`config.mk`:
```
export PLATFORM = sky130hd
export DESIGN_NAME = multicycle_control
export DESIGN_NICKNAME = d
export VERILOG_FILES = /design/src/rtl/mips_ctrl_pkg.sv /design/src/rtl/ctrl_output_decode.sv /design/src/rtl/multicycle_control.sv
export SDC_FILE = /design/constraint.sdc
export NUM_CORES = 1
export LEC_CHECK = 0
export CAP_MARGIN = 20
export CORE_ASPECT_RATIO = 1.25
export CORE_MARGIN = 2
export CORE_UTILIZATION = 50
export DETAILED_ROUTE_END_ITERATION = 8
export PLACE_DENSITY = 0.86
export SYNTH_ARGS = -nofsm -noshare
export SYNTH_HDL_FRONTEND = slang
export SYNTH_HIERARCHICAL = 1
export SYNTH_SLANG_ARGS = --single-unit
```
`constraint.sdc`:
```
create_clock -name clk -period 3.33 [get_ports clk]
set_input_delay 0.4995 -clock clk [delete_from_list [all_inputs] [get_ports clk]]
set_output_delay 0.4995 -clock clk [all_outputs]
set_load 0.02 [all_outputs]
```
`src/rtl/mips_ctrl_pkg.sv`:
```
// mips_ctrl_pkg
// Shared definitions for the multicycle MIPS control path: instruction
// opcode/funct constants, ALU operation codes, datapath mux-select codes
// and the 4-bit FSM state type. The state type's values are the ones
// exported on state_out.

package mips_ctrl_pkg;

  // Opcodes, IR[31:26]
  localparam logic [5:0] OP_RTYPE = 6'b000000;
  localparam logic [5:0] OP_XORI  = 6'b001110;
  localparam logic [5:0] OP_BNE   = 6'b000101;
  localparam logic [5:0] OP_J     = 6'b000010;
  localparam logic [5:0] OP_JAL   = 6'b000011;
  localparam logic [5:0] OP_LW    = 6'b100011;
  localparam logic [5:0] OP_SW    = 6'b101011;

  // R-type function codes, IR[5:0]
  localparam logic [5:0] FN_ADD = 6'b100000;
  localparam logic [5:0] FN_SUB = 6'b100010;
  localparam logic [5:0] FN_SLT = 6'b101010;
  localparam logic [5:0] FN_JR  = 6'b001000;

  // ALU operations
  localparam logic [2:0] ALU_NONE = 3'b000;
  localparam logic [2:0] ALU_ADD  = 3'b001;
  localparam logic [2:0] ALU_SUB  = 3'b010;
  localparam logic [2:0] ALU_SLT  = 3'b011;
  localparam logic [2:0] ALU_XOR  = 3'b100;

  // Memory address select
  localparam logic IORD_PC     = 1'b0;
  localparam logic IORD_ALUOUT = 1'b1;

  // ALU A-operand select
  localparam logic SRCA_PC = 1'b0;
  localparam logic SRCA_A  = 1'b1;

  // ALU B-operand select
  localparam logic [1:0] SRCB_B       = 2'b00;
  localparam logic [1:0] SRCB_FOUR    = 2'b01;
  localparam logic [1:0] SRCB_IMM     = 2'b10;
  localparam logic [1:0] SRCB_IMM_SH2 = 2'b11;

  // Register-file write address select
  localparam logic [1:0] REGDST_RT = 2'b00;
  localparam logic [1:0] REGDST_RD = 2'b01;
  localparam logic [1:0] REGDST_RA = 2'b10;

  // Register-file write data select
  localparam logic [1:0] WB_ALUOUT = 2'b00;
  localparam logic [1:0] WB_MDR    = 2'b01;
  localparam logic [1:0] WB_PC     = 2'b10;

  // Next-PC select
  localparam logic [1:0] PCSRC_ALU    = 2'b00;
  localparam logic [1:0] PCSRC_ALUOUT = 2'b01;
  localparam logic [1:0] PCSRC_JUMP   = 2'b10;
  localparam logic [1:0] PCSRC_A      = 2'b11;

  typedef enum logic [3:0] {
    S_FETCH     = 4'd0,
    S_DECODE    = 4'd1,
    S_MEM_ADDR  = 4'd2,
    S_MEM_READ  = 4'd3,
    S_MEM_WB    = 4'd4,
    S_MEM_WRITE = 4'd5,
    S_EXEC_R    = 4'd6,
    S_RTYPE_WB  = 4'd7,
    S_BRANCH    = 4'd8,
    S_JUMP      = 4'd9,
    S_JAL       = 4'd10,
    S_XORI_EXEC = 4'd11,
    S_XORI_WB   = 4'd12,
    S_JR        = 4'd13,
    S_ILLEGAL   = 4'd14
  } state_t;

  // ALU operation for the arithmetic R-type functions; ALU_NONE marks a
  // funct that is not one of them.
  function automatic logic [2:0] rtype_alu_op(input logic [5:0] funct);
    case (funct)
      FN_ADD:  return ALU_ADD;
      FN_SUB:  return ALU_SUB;
      FN_SLT:  return ALU_SLT;
      default: return ALU_NONE;
    endcase
  endfunction

endpackage

```
`src/rtl/ctrl_output_decode.sv`:
```
// ctrl_output_decode
// Purely combinational map from the control FSM state to the datapath
// control word. funct is consulted only in EXEC_R to pick the ALU op.
// PC loading is reported as the raw pc_write / pc_write_cond pair; the
// branch condition is folded in by the parent.
//
// Ports:
//   state          in  4  current FSM state (state_t encoding)
//   funct          in  6  IR[5:0]
//   pc_write       out 1  unconditional PC load
//   pc_write_cond  out 1  PC load when the ALU result is non-zero (bne)
//   i_or_d, mem_read, mem_write, ir_write, reg_dst, mem_to_reg,
//   reg_write, alu_src_a, alu_src_b, alu_op, pc_source
//                  out    datapath controls, encodings in mips_ctrl_pkg

module ctrl_output_decode
  import mips_ctrl_pkg::*;
(
  input  logic [3:0] state,
  input  logic [5:0] funct,
  output logic       pc_write,
  output logic       pc_write_cond,
  output logic       i_or_d,
  output logic       mem_read,
  output logic       mem_write,
  output logic       ir_write,
  output logic [1:0] reg_dst,
  output logic [1:0] mem_to_reg,
  output logic       reg_write,
  output logic       alu_src_a,
  output logic [1:0] alu_src_b,
  output logic [2:0] alu_op,
  output logic [1:0] pc_source
);

  state_t st;
  assign st = state_t'(state);

  always_comb begin
    pc_write      = 1'b0;
    pc_write_cond = 1'b0;
    i_or_d        = IORD_PC;
    mem_read      = 1'b0;
    mem_write     = 1'b0;
    ir_write      = 1'b0;
    reg_dst       = REGDST_RT;
    mem_to_reg    = WB_ALUOUT;
    reg_write     = 1'b0;
    alu_src_a     = SRCA_PC;
    alu_src_b     = SRCB_B;
    alu_op        = ALU_NONE;
    pc_source     = PCSRC_ALU;

    case (st)
      S_FETCH: begin
        // IR <= Mem[PC]; PC <= PC + 4
        mem_read  = 1'b1;
        ir_write  = 1'b1;
        alu_op    = ALU_ADD;
        alu_src_b = SRCB_FOUR;
        pc_source = PCSRC_ALU;
        pc_write  = 1'b1;
      end
      S_DECODE: begin
        // Speculative branch target into ALUOut
        alu_op    = ALU_ADD;
        alu_src_b = SRCB_IMM_SH2;
      end
      S_MEM_ADDR: begin
        alu_src_a = SRCA_A;
        alu_src_b = SRCB_IMM;
        alu_op    = ALU_ADD;
      end
      S_MEM_READ: begin
        mem_read = 1'b1;
        i_or_d   = IORD_ALUOUT;
      end
      S_MEM_WB: begin
        reg_write  = 1'b1;
        reg_dst    = REGDST_RT;
        mem_to_reg = WB_MDR;
      end
      S_MEM_WRITE: begin
        mem_write = 1'b1;
        i_or_d    = IORD_ALUOUT;
      end
      S_EXEC_R: begin
        alu_src_a = SRCA_A;
        alu_src_b = SRCB_B;
        alu_op    = rtype_alu_op(funct);
      end
      S_RTYPE_WB: begin
        reg_write  = 1'b1;
        reg_dst    = REGDST_RD;
        mem_to_reg = WB_ALUOUT;
      end
      S_XORI_EXEC: begin
        alu_src_a = SRCA_A;
        alu_src_b = SRCB_IMM;
        alu_op    = ALU_XOR;
      end
      S_XORI_WB: begin
        reg_write = 1'b1;
        reg_dst   = REGDST_RT;
      end
      S_BRANCH: begin
        // A - B; the target computed in DECODE sits in ALUOut
        alu_src_a     = SRCA_A;
        alu_src_b     = SRCB_B;
        alu_op        = ALU_SUB;
        pc_source     = PCSRC_ALUOUT;
        pc_write_cond = 1'b1;
      end
      S_JUMP: begin
        pc_write  = 1'b1;
        pc_source = PCSRC_JUMP;
      end
      S_JAL: begin
        // PC already holds PC+4; the register write sees it before the
        // jump target lands at the end of this cycle.
        pc_write   = 1'b1;
        pc_source  = PCSRC_JUMP;
        reg_write  = 1'b1;
        reg_dst    = REGDST_RA;
        mem_to_reg = WB_PC;
      end
      S_JR: begin
        pc_write  = 1'b1;
        pc_source = PCSRC_A;
      end
      default: begin
        // ILLEGAL and unused encodings drive nothing
      end
    endcase
  end

endmodule

```
`src/rtl/multicycle_control.sv`:
```
// multicycle_control
// Moore control FSM for the shared multicycle MIPS datapath (add, sub,
// slt, jr, xori, bne, j, jal, lw, sw) plus a retired-instruction counter.
// Outputs are decoded from the state register by ctrl_output_decode;
// pc_en additionally folds in alu_zero for bne.
//
// Configuration macro ILLEGAL_TRAP_EN:
//   defined   - ILLEGAL is a sink left only by reset; illegal_instr port
//               flags it and the trapped instruction is not counted.
//   undefined - ILLEGAL is a one-cycle NOP that retires normally; no
//               illegal_instr port.
//
// Ports:
//   clk            in  1          rising-edge clock
//   reset          in  1          synchronous, active-high
//   opcode         in  6          IR[31:26], valid from DECODE onward
//   funct          in  6          IR[5:0]
//   alu_zero       in  1          ALU zero flag
//   pc_en          out 1          PC load enable
//   i_or_d .. pc_source  out      datapath controls (see mips_ctrl_pkg)
//   illegal_instr  out 1          in ILLEGAL (ILLEGAL_TRAP_EN only)
//   state_out      out 4          current state encoding
//   retired_count  out CNT_WIDTH  completed instructions, wraps

module multicycle_control
  import mips_ctrl_pkg::*;
#(
  parameter int CNT_WIDTH = 32
) (
  input  logic                 clk,
  input  logic                 reset,
  input  logic [5:0]           opcode,
  input  logic [5:0]           funct,
  input  logic                 alu_zero,
  output logic                 pc_en,
  output logic                 i_or_d,
  output logic                 mem_read,
  output logic                 mem_write,
  output logic                 ir_write,
  output logic [1:0]           reg_dst,
  output logic [1:0]           mem_to_reg,
  output logic                 reg_write,
  output logic                 alu_src_a,
  output logic [1:0]           alu_src_b,
  output logic [2:0]           alu_op,
  output logic [1:0]           pc_source,
`ifdef ILLEGAL_TRAP_EN
  output logic                 illegal_instr,
`endif
  output logic [3:0]           state_out,
  output logic [CNT_WIDTH-1:0] retired_count
);

  localparam logic [CNT_WIDTH-1:0] CNT_ONE = {{(CNT_WIDTH-1){1'b0}}, 1'b1};

  state_t state;
  state_t next_state;
  logic   pc_write;
  logic   pc_write_cond;

  always_comb begin
    next_state = state;
    case (state)
      S_FETCH: next_state = S_DECODE;
      S_DECODE: begin
        case (opcode)
          OP_LW, OP_SW: next_state = S_MEM_ADDR;
          OP_RTYPE: begin
            if (rtype_alu_op(funct) != ALU_NONE) next_state = S_EXEC_R;
            else if (funct == FN_JR)             next_state = S_JR;
            else                                 next_state = S_ILLEGAL;
          end
          OP_XORI: next_state = S_XORI_EXEC;
          OP_BNE:  next_state = S_BRANCH;
          OP_J:    next_state = S_JUMP;
          OP_JAL:  next_state = S_JAL;
          default: next_state = S_ILLEGAL;
        endcase
      end
      S_MEM_ADDR:  next_state = (opcode == OP_SW) ? S_MEM_WRITE : S_MEM_READ;
      S_MEM_READ:  next_state = S_MEM_WB;
      S_EXEC_R:    next_state = S_RTYPE_WB;
      S_XORI_EXEC: next_state = S_XORI_WB;
`ifdef ILLEGAL_TRAP_EN
      S_ILLEGAL:   next_state = S_ILLEGAL;
`else
      S_ILLEGAL:   next_state = S_FETCH;
`endif
      // All remaining states are the last step of an instruction
      default:     next_state = S_FETCH;
    endcase
  end

  // Every entry into FETCH closes an instruction, since FETCH itself
  // always moves on to DECODE.
  always_ff @(posedge clk) begin
    if (reset) begin
      state         <= S_FETCH;
      retired_count <= '0;
    end else begin
      state <= next_state;
      if (next_state == S_FETCH) retired_count <= retired_count + CNT_ONE;
    end
  end

  ctrl_output_decode u_decode (
    .state         (state),
    .funct         (funct),
    .pc_write      (pc_write),
    .pc_write_cond (pc_write_cond),
    .i_or_d        (i_or_d),
    .mem_read      (mem_read),
    .mem_write     (mem_write),
    .ir_write      (ir_write),
    .reg_dst       (reg_dst),
    .mem_to_reg    (mem_to_reg),
    .reg_write     (reg_write),
    .alu_src_a     (alu_src_a),
    .alu_src_b     (alu_src_b),
    .alu_op        (alu_op),
    .pc_source     (pc_source)
  );

  // bne is taken when A - B is non-zero
  assign pc_en     = pc_write | (pc_write_cond & ~alu_zero);
  assign state_out = state;

`ifdef ILLEGAL_TRAP_EN
  assign illegal_instr = (state == S_ILLEGAL);
`endif

endmodule

```
Word level (Yosys, flattened, before mapping)
Index checks and enable logic that the tools add are counted.

word-level totals
  flip-flop bits (word level) = 36
  input bits = 15

operators by class
  mux-type cells = 21
  bitwise gates (word level) = 3
  reduce and logical (&&, ||, !) cells = 13
  $add $sub $neg = 1
  equal/unequal tests = 23

operators with widths
  operator                                                         number
  4-bit case mux with 6 select lines                               2
  32-bit by 1-bit adder with 32-bit output, second input constant  1
  6-bit == test, second input constant                             5
  4-bit == test, second input constant                             6
  2-bit case mux with 3 select lines                               3
  4-bit by 3-bit == test with 1-bit output, second input constant  4
  6-bit by 2-bit == test with 1-bit output, second input constant  2
  6-bit by 4-bit == test with 1-bit output, second input constant  2
  3-bit case mux with 4 select lines                               1
  4-bit OR reduction                                               3
  2-bit OR reduction                                               5
  3-bit 2-to-1 mux                                                 3
  4-bit by 2-bit == test with 1-bit output, second input constant  2
  4-bit zero test                                                  2
  1-bit 2-to-1 mux                                                 8
  2-bit case mux with 2 select lines                               2
  6-bit by 3-bit == test with 1-bit output, second input constant  1
  6-bit zero test                                                  1
  4-bit by 1-bit == test with 1-bit output, second input constant  1
  4-bit 2-to-1 mux                                                 1
  3-bit nonzero test                                               1
  3-bit OR reduction                                               1
  2-bit 2-to-1 mux                                                 1
  1-bit bitwise AND                                                1
  2 further kinds                                                  2

Longest topological paths before layout
Gate-level depths: netlist of run 1.

  depth after elaboration = 9
  mapped depth = 7
  depth with buffers taken out = 6

Hierarchy
The synthesis of run 1 kept the hierarchy.

by module, submodules not included
  module              instances  area an instance (sq um)  cells each
  multicycle_control  1          1920.6                    226
  ctrl_output_decode  1          302.8                     46

Worst setup path before layout of run 1
Ideal clock, no wire load.

  path kind = reg-to-reg
  from = register state[3], in the netlist state_out[3]
  to = register retired_count[28]
  arrival time = 1.990 ns
  path slack = 1.270 ns
  clock period less this slack = 2.060 ns
  cell stages (with the launch flop) = 7
  buffers on the path = 1
  library setup time = 0.071 ns
  path through = dfxtp_1 -> buf_2 -> mux2i_1 -> a21oi_2 -> nand2_1 -> or4_1 -> a21oi_1

on the way
  cells in the longest elaborated chain, start to end = 3
  elaborated cells between the ends (all ways) = 8
  classes of those cells = 5 x eq/ne; 1 x mux; 2 x reduce/logical

ends and longest elaborated chain
  what                                   RTL line                   text
  start: declaration                     multicycle_control.sv:56   state_t state;
  start signal: assignment               multicycle_control.sv:101  state <= next_state;
  4-bit == test (tied with other cells)  multicycle_control.sv:63   case (state)
  4-bit case mux with 6 select lines *   multicycle_control.sv:63
  4-bit zero test *                      multicycle_control.sv:102  if (next_state == S_FETCH) retired_count <= retired_count + CNT_ONE;
  end signal: assignment                 multicycle_control.sv:102
  end: declaration                       multicycle_control.sv:51   output logic [CNT_WIDTH-1:0] retired_count

Mark *: on every way between the ends. The rest lies on a longest branch, timed or not.
A chain may end at the register's enable or synchronous reset.

Worst setup path after layout of run 1
  from = register state[3], in the netlist state_out[3]
  to = output reg_write

on the way
  cells in the longest elaborated chain, start to end = 3
  elaborated cells between the ends (all ways) = 6
  classes of those cells = 4 x eq/ne; 1 x mux; 1 x reduce/logical

ends and longest elaborated chain
  what                                                                              RTL line                  text
  4-bit by 3-bit == test with 1-bit output / 4-bit == test (equally long branches)  ctrl_output_decode.sv:54  case (st)
  4-bit OR reduction (no line) *                                                    n/a
  1-bit 2-to-1 mux *                                                                ctrl_output_decode.sv:54
  end: declaration                                                                  multicycle_control.sv:42  output logic reg_write,

Marked as above.

==> metrics.csv, run 1 <==
metric,value,unit
CP Class,register to output pin,
GPL Wtd Cong,0.859,
CTS Hold Bufs,0,
Critical Path End Type,output pin,
critical path required time,2.83,ns
CTS sink cnt,36,
Post-route DRC,0,
length of the first detailed-routing pass in iterations,4,
Layout Nets,351,
Seq cells post-synth,36,
via count,2152,
final hold violations,0,
later-pin clock latency in the skew report,0.29,ns
First DRT Iteration DRCs,106,
global-route usage over all layers,22.1,%
FILL cells,349,
"Reg clk slew, reported paths",0.07,ns
global-route wire length before repair,8.94,mm
Max clock buf depth,2,
Pwr Total,0.00131,W
Die Y,78.6,microns
clock root cell,clkbuf_8,
YS warnings,6,
floorplan row count,27,
Post-DRT Antenna Nets,0,
share of layout cells above drive strength 1,7.76,%
Worst-Margin Slew,0.923,ns
skew final,0.00625,ns
cell taking the most area after synthesis,dfxtp_1,
min Tclk post-route,2.80,ns
CP Cell Sequence,nand2b_4 -> mux2_2 -> o22ai_1 -> clkdlybuf4s50_1,
Post-Route WL,5.33,mm
RSZ-0062 raised after global routing,no,
post-synthesis sequential area ratio,32.4,%
crit path DAT,2.30,ns
CTS tree,yes,
Critical path buffers and inverters,1,
Initial Util,51.0,%
area taken by multi-input logic gates,1370,sq um
routed len/inst,13.6,microns
"Design Area, Final",3010,sq um
Post-CTS Setup Inserts,0,
register area,721,sq um
max cap viols,0,
Hold Startpoint,retired_count[28]$_SDFFE_PP0N_,
CP startpoint kind,register,
cell area after synthesis,2220,sq um
Placed Area,2910,sq um
"Slew Viols, Final",0,
Post-DP HPWL,3.86,mm
period utilization,84.0,%
critical path's slowest cell,dfxtp_1,
Area Overhead vs Synth,35.3,%
Most used DFF post-synth,dfxtp_1,
max frequency,0.357,GHz
Syn Area/Cell,8.17,sq um
# diodes,0,
worst-path fanout max,23,
largest net degree at the start of global routing,24,
Post-Syn Instances,272,
FF-to-FF Start,state_out[3]$_SDFF_PP0_,
Post-synth EDFFs,0,
CP top delay family,flip-flops,
CTS Buf Count,5,
number of port buffers,68,
drt via density,5.48,
dpl cells,386,
final std cells w/o fill,393,
Slew headroom,38.4,%
CTS H-tree lvls,2,
maximum single-stage delay on the critical path,0.80,ns
CTS-repair resized insts,0,
io pins,69,
Die X,63.6,microns
most frequent cells in the layout,"68 x clkdlybuf4s50_1, 41 x nor2_1, 36 x dfxtp_1",
initial antenna violation count,0,
synth unique cells,61,
Leak Pwr,1.01,nW
gr ovfl total,0,
vias in the first global route,1970,
syn_nets,288,
top post-synthesis cells by area,"dfxtp_1 32%, xnor2_1 9.1%, nor2_1 6.9%",
"commonest non-fill, non-tap cell in the layout",clkdlybuf4s50_1,
final hold slack,0.516,ns
core area,4360,sq um
DIE AREA,5000,sq um
Finish-stage setup viols,0,
asr flop ratio synth,0,%
Worst VDD drop,0.255,mV
Crit. Startpoint,state_out[3]$_SDFF_PP0_,
outcome,"finished, final reports clean",
worst hold path class,register to register,
Post-Route Setup TNS,0,ns
Pwr Density,436,nW/um^2
post-synth top area share,32.4,%
## where the power goes
group | total (W) | switching, W | internal, W
logic | 0.000463 | 0.000225 | 0.000238
clock network | 0.000337 | 0.000153 | 0.000184
registers | 0.000511 | 0.0000629 | 0.000448
total | 0.00131 | 0.000440 | 0.000870
## Yosys cell counts (6+ instances only)
cell / number
nand2b_1: 7
nor2_1: 41
nand4_1: 10
inv_1: 11
nand3_1: 7
xnor2_1: 23
nand2_1: 12
a21oi_1: 8
clkbuf_1: 6
xor2_1: 8
nor3_1: 14
o21ai_0: 8
dfxtp_1: 36
## metrics by stage
stage / utilization [%] / setup slack (ns)
after global placement: 66.8 / 0.805
final: 69.0 / 0.532
after global routing: 69.0 / 0.389
after detailed placement: 66.8 / 0.757
after CTS: 69.0 / 0.529
after floorplan: - / 1.27
## registers in the layout, summed over array words and instances (netlist names)
name and flops:
retired_count 32, state_out 4
## tightest hold or removal path, cell delays in order (launching register included)
cell and delay [ns]:
dfxtp_1 0.34, o31ai_1 0.07, a21oi_1 0.06
## kinds of logic after synthesis
family | share of synthesized area [%]
adder cells (fa/ha/maj) | 0.563
AO/OA/AOI/OAI | 11.8
buffers and inverters | 5.80
multiplexers | 1.91
XOR/XNOR | 12.2
flip-flops | 32.4
AND/OR/NAND/NOR | 35.3
## final timing paths
| path | endpoint | slack [ns] | cells past startpoint |
|---|---|---|---|
| setup / recovery | reg_write | 0.53 | 4 |
| hold reg to reg | retired_count[28]$_SDFFE_PP0N_ | 0.52 | 2 |
| hold / removal | retired_count[28]$_SDFFE_PP0N_ | 0.52 | 2 |
| setup reg to reg | retired_count[28]$_SDFFE_PP0N_ | 0.79 | 5 |
## per-layer routing
layer	up-vias	share of wire, %	wire [microns]	GRT usage (%)
met1	998	45	2400	26.6
met4	0	1.2	62	6.96
met2	52	49	2640	38.8
met5	-	0	0	0
met3	5	4.4	232	4.87
li1	1097	-	-	-
## cell type report
cell class              count  share of cell area [%]
clock buffers               7                    3.20
repair buffers             71                    23.4
multi-input cells         210                    45.7
flip-flops and latches     36                    24.0
well taps                  58                    2.41
inverters                  11                    1.37
(Power assumes the default switching activity.)
==> run 2, diff against run 1 <==
CORE_UTILIZATION = 42   (was 50)
PLACE_DENSITY = 0.77   (was 0.86)
clock period = 2.5 ns   (was 3.33 ns; I/O delays follow)
==> metrics.csv, run 2 (synthesis results as in run 1) <==
metric,value,unit,change
Max clock buf depth,2,,unchanged
final core occ,61.3,%,-7.7 points
Area Overhead vs Synth,40.1,%,
routed len/inst,13.5,microns,about the same
most frequent cells in the layout,"68 x clkdlybuf4s50_1, 41 x nor2_1, 32 x dfxtp_1",,
period utilization,93.0,%,
"Design Area, Final",3120,sq um,+3.6%
global-route usage over all layers,18.6,%,-3.5 points
critical path required time,2.12,ns,-0.71 ns
initial antenna violation count,0,,unchanged
Pwr Density,594,nW/um^2,+36%
outcome,"finished, final reports clean",,
share of layout cells above drive strength 1,12.1,%,+4.3 points
Post-DP HPWL,4.00,mm,+3.6%
Worst VDD drop,0.360,mV,+42%
min Tclk post-route,2.32,ns,
drt via density,5.54,,+1.2%
via count,2267,,+5.3%
vias in the first global route,2084,,+5.8%
largest reg by FF count,retired_count,,
Slew headroom,61.5,%,+23 points
Layout Nets,362,,+3.1%
GR peak layer,met2,,
core area,5080,sq um,+17%
# diodes,0,,unchanged
max frequency,0.430,GHz,
Comb power frac,36.2,%,+0.9 points
Worst-Margin Slew,0.574,ns,-0.350 ns
net switching fraction of the power,33.3,%,-0.31 points
Largest register FFs,32,,unchanged
floorplan row count,29,,+7.4%
later-pin clock latency in the skew report,0.29,ns,about the same
Placed Area,3000,sq um,+3.0%
"commonest non-fill, non-tap cell in the layout",clkdlybuf4s50_1,,
worst hold path class,register to register,,
CTS Hold Bufs,0,,unchanged
largest net degree at the start of global routing,17,,-29%
Place WS,0.171,ns,-0.586 ns
Leak Pwr,1.08,nW,+6.2%
max cap viols,0,,unchanged
First DRT Iteration DRCs,88,,-17%
DIE AREA,5900,sq um,+18%
"Reg clk slew, reported paths",0.08,ns,about the same
GR Layer Usage met2,33.0,%,-5.9 points
crit path DAT,1.95,ns,-0.35 ns
"Slew Viols, Final",0,,unchanged
CP startpoint kind,primary input,,
CTS tree,yes,,
final hold violations,0,,unchanged
CP Class,primary input to output pin,,
RSZ-0062 raised after global routing,no,,
number of port buffers,68,,unchanged
Post-DRT Antenna Nets,0,,unchanged
global-route wire length before repair,9.27,mm,+3.6%
CTS Buf Count,5,,unchanged
gr ovfl total,0,,unchanged
CTS sink cnt,36,,unchanged
io pins,69,,unchanged
worst-path fanout max,3,,-87%
grt met3 use,4.87,%,about the same
clock root cell,clkbuf_8,,
Die X,69.1,microns,+8.5%
Post-Route Setup TNS,0,ns,unchanged
Post-Route WL,5.54,mm,+4.0%
GPL Wtd Cong,0.781,,-9.1%
CTS H-tree lvls,2,,unchanged
skew final,0.00940,ns,+0.00315 ns
Initial Util,43.8,%,-7.3 points
P_sw,0.000616,W,+40%
Post-route DRC,0,,unchanged
final worst slack,0.176,ns,-0.356 ns
Internal Power,0.00124,W,+42%
Finish-stage setup viols,0,,unchanged
M1 GR Usage,22.0,%,-4.6 points
length of the first detailed-routing pass in iterations,5,,+1
Clk network pwr share,27.6,%,+1.9 points
Die Y,85.3,microns,+8.6%
Critical Path End Type,output pin,,
Seq pwr share,36.2,%,-2.8 points
==> run 2: changes by cell type in the layout (fill, tap and decap cells not counted), sizes merged <==
cell	change
clkbuf	-2
clkinv	+1
clkinvlp	+1
buf	+11
bufinv	+1
==> run 2: metal layers <==
layer / up-vias / share of wire (%)
met2: 78 / 50
li1: 1116 / -
met4: 0 / 0.38
met3: 2 / 5.9
met5: - / 0
met1: 1071 / 44
==> run 2: timing repair <==
action,4_1_cts,5_1_grt
cloned,0,0
endpoints found under the setup margin,2,5
gates resized for setup,2,2
buffers inserted,0,0
hold endpoints to repair,0,0
==> run 2: critical path: stages <==
cell             delay, ns
clkdlybuf4s50_1       0.44
nor2_1                0.13
nand4b_1              0.12
o32ai_1               0.24
clkdlybuf4s50_1       0.65
==> run 2: worst paths after layout <==
kind,startpoint,endpoint,slack (ns),cells past startpoint
min reg2reg,retired_count[28]$_SDFFE_PP0N_,retired_count[28]$_SDFFE_PP0N_,0.51,2
min,retired_count[28]$_SDFFE_PP0N_,retired_count[28]$_SDFFE_PP0N_,0.51,2
max reg2reg,retired_count[3]$_SDFFE_PP0N_,retired_count[21]$_SDFFE_PP0N_,0.39,5
max,funct[0],alu_op[1],0.18,5
==> run 2: layout make-up <==
type                       instances  area, sq um
sequential                        36          726
fill                             466         1960
clock inverter                     3         42.5
timing repair buffer              82          786
inverter                          11         41.3
clock buffer                       5         68.8
multi-input combinational        210         1370
tap                               62         77.6
==> run 2: through the flow <==
step	std cells	power, W	hold slack (ns)
after global routing	409	0.00193	0.558
final	409	0.00185	0.506
after CTS	409	0.00186	0.511
after detailed placement	401	0.00135	0.499
after floorplan	272	0.00107	0.563
after global placement	401	0.00134	0.487
==> run 2: power groups by stage <==
stage                     Clock [W]  Sequential, W  Combinational (W)
final                      0.000511       0.000670           0.000670
after global routing       0.000542       0.000679           0.000714
after CTS                  0.000521       0.000668           0.000667
after detailed placement          0       0.000680           0.000666
after global placement            0       0.000678           0.000658
after floorplan                   0       0.000675           0.000393
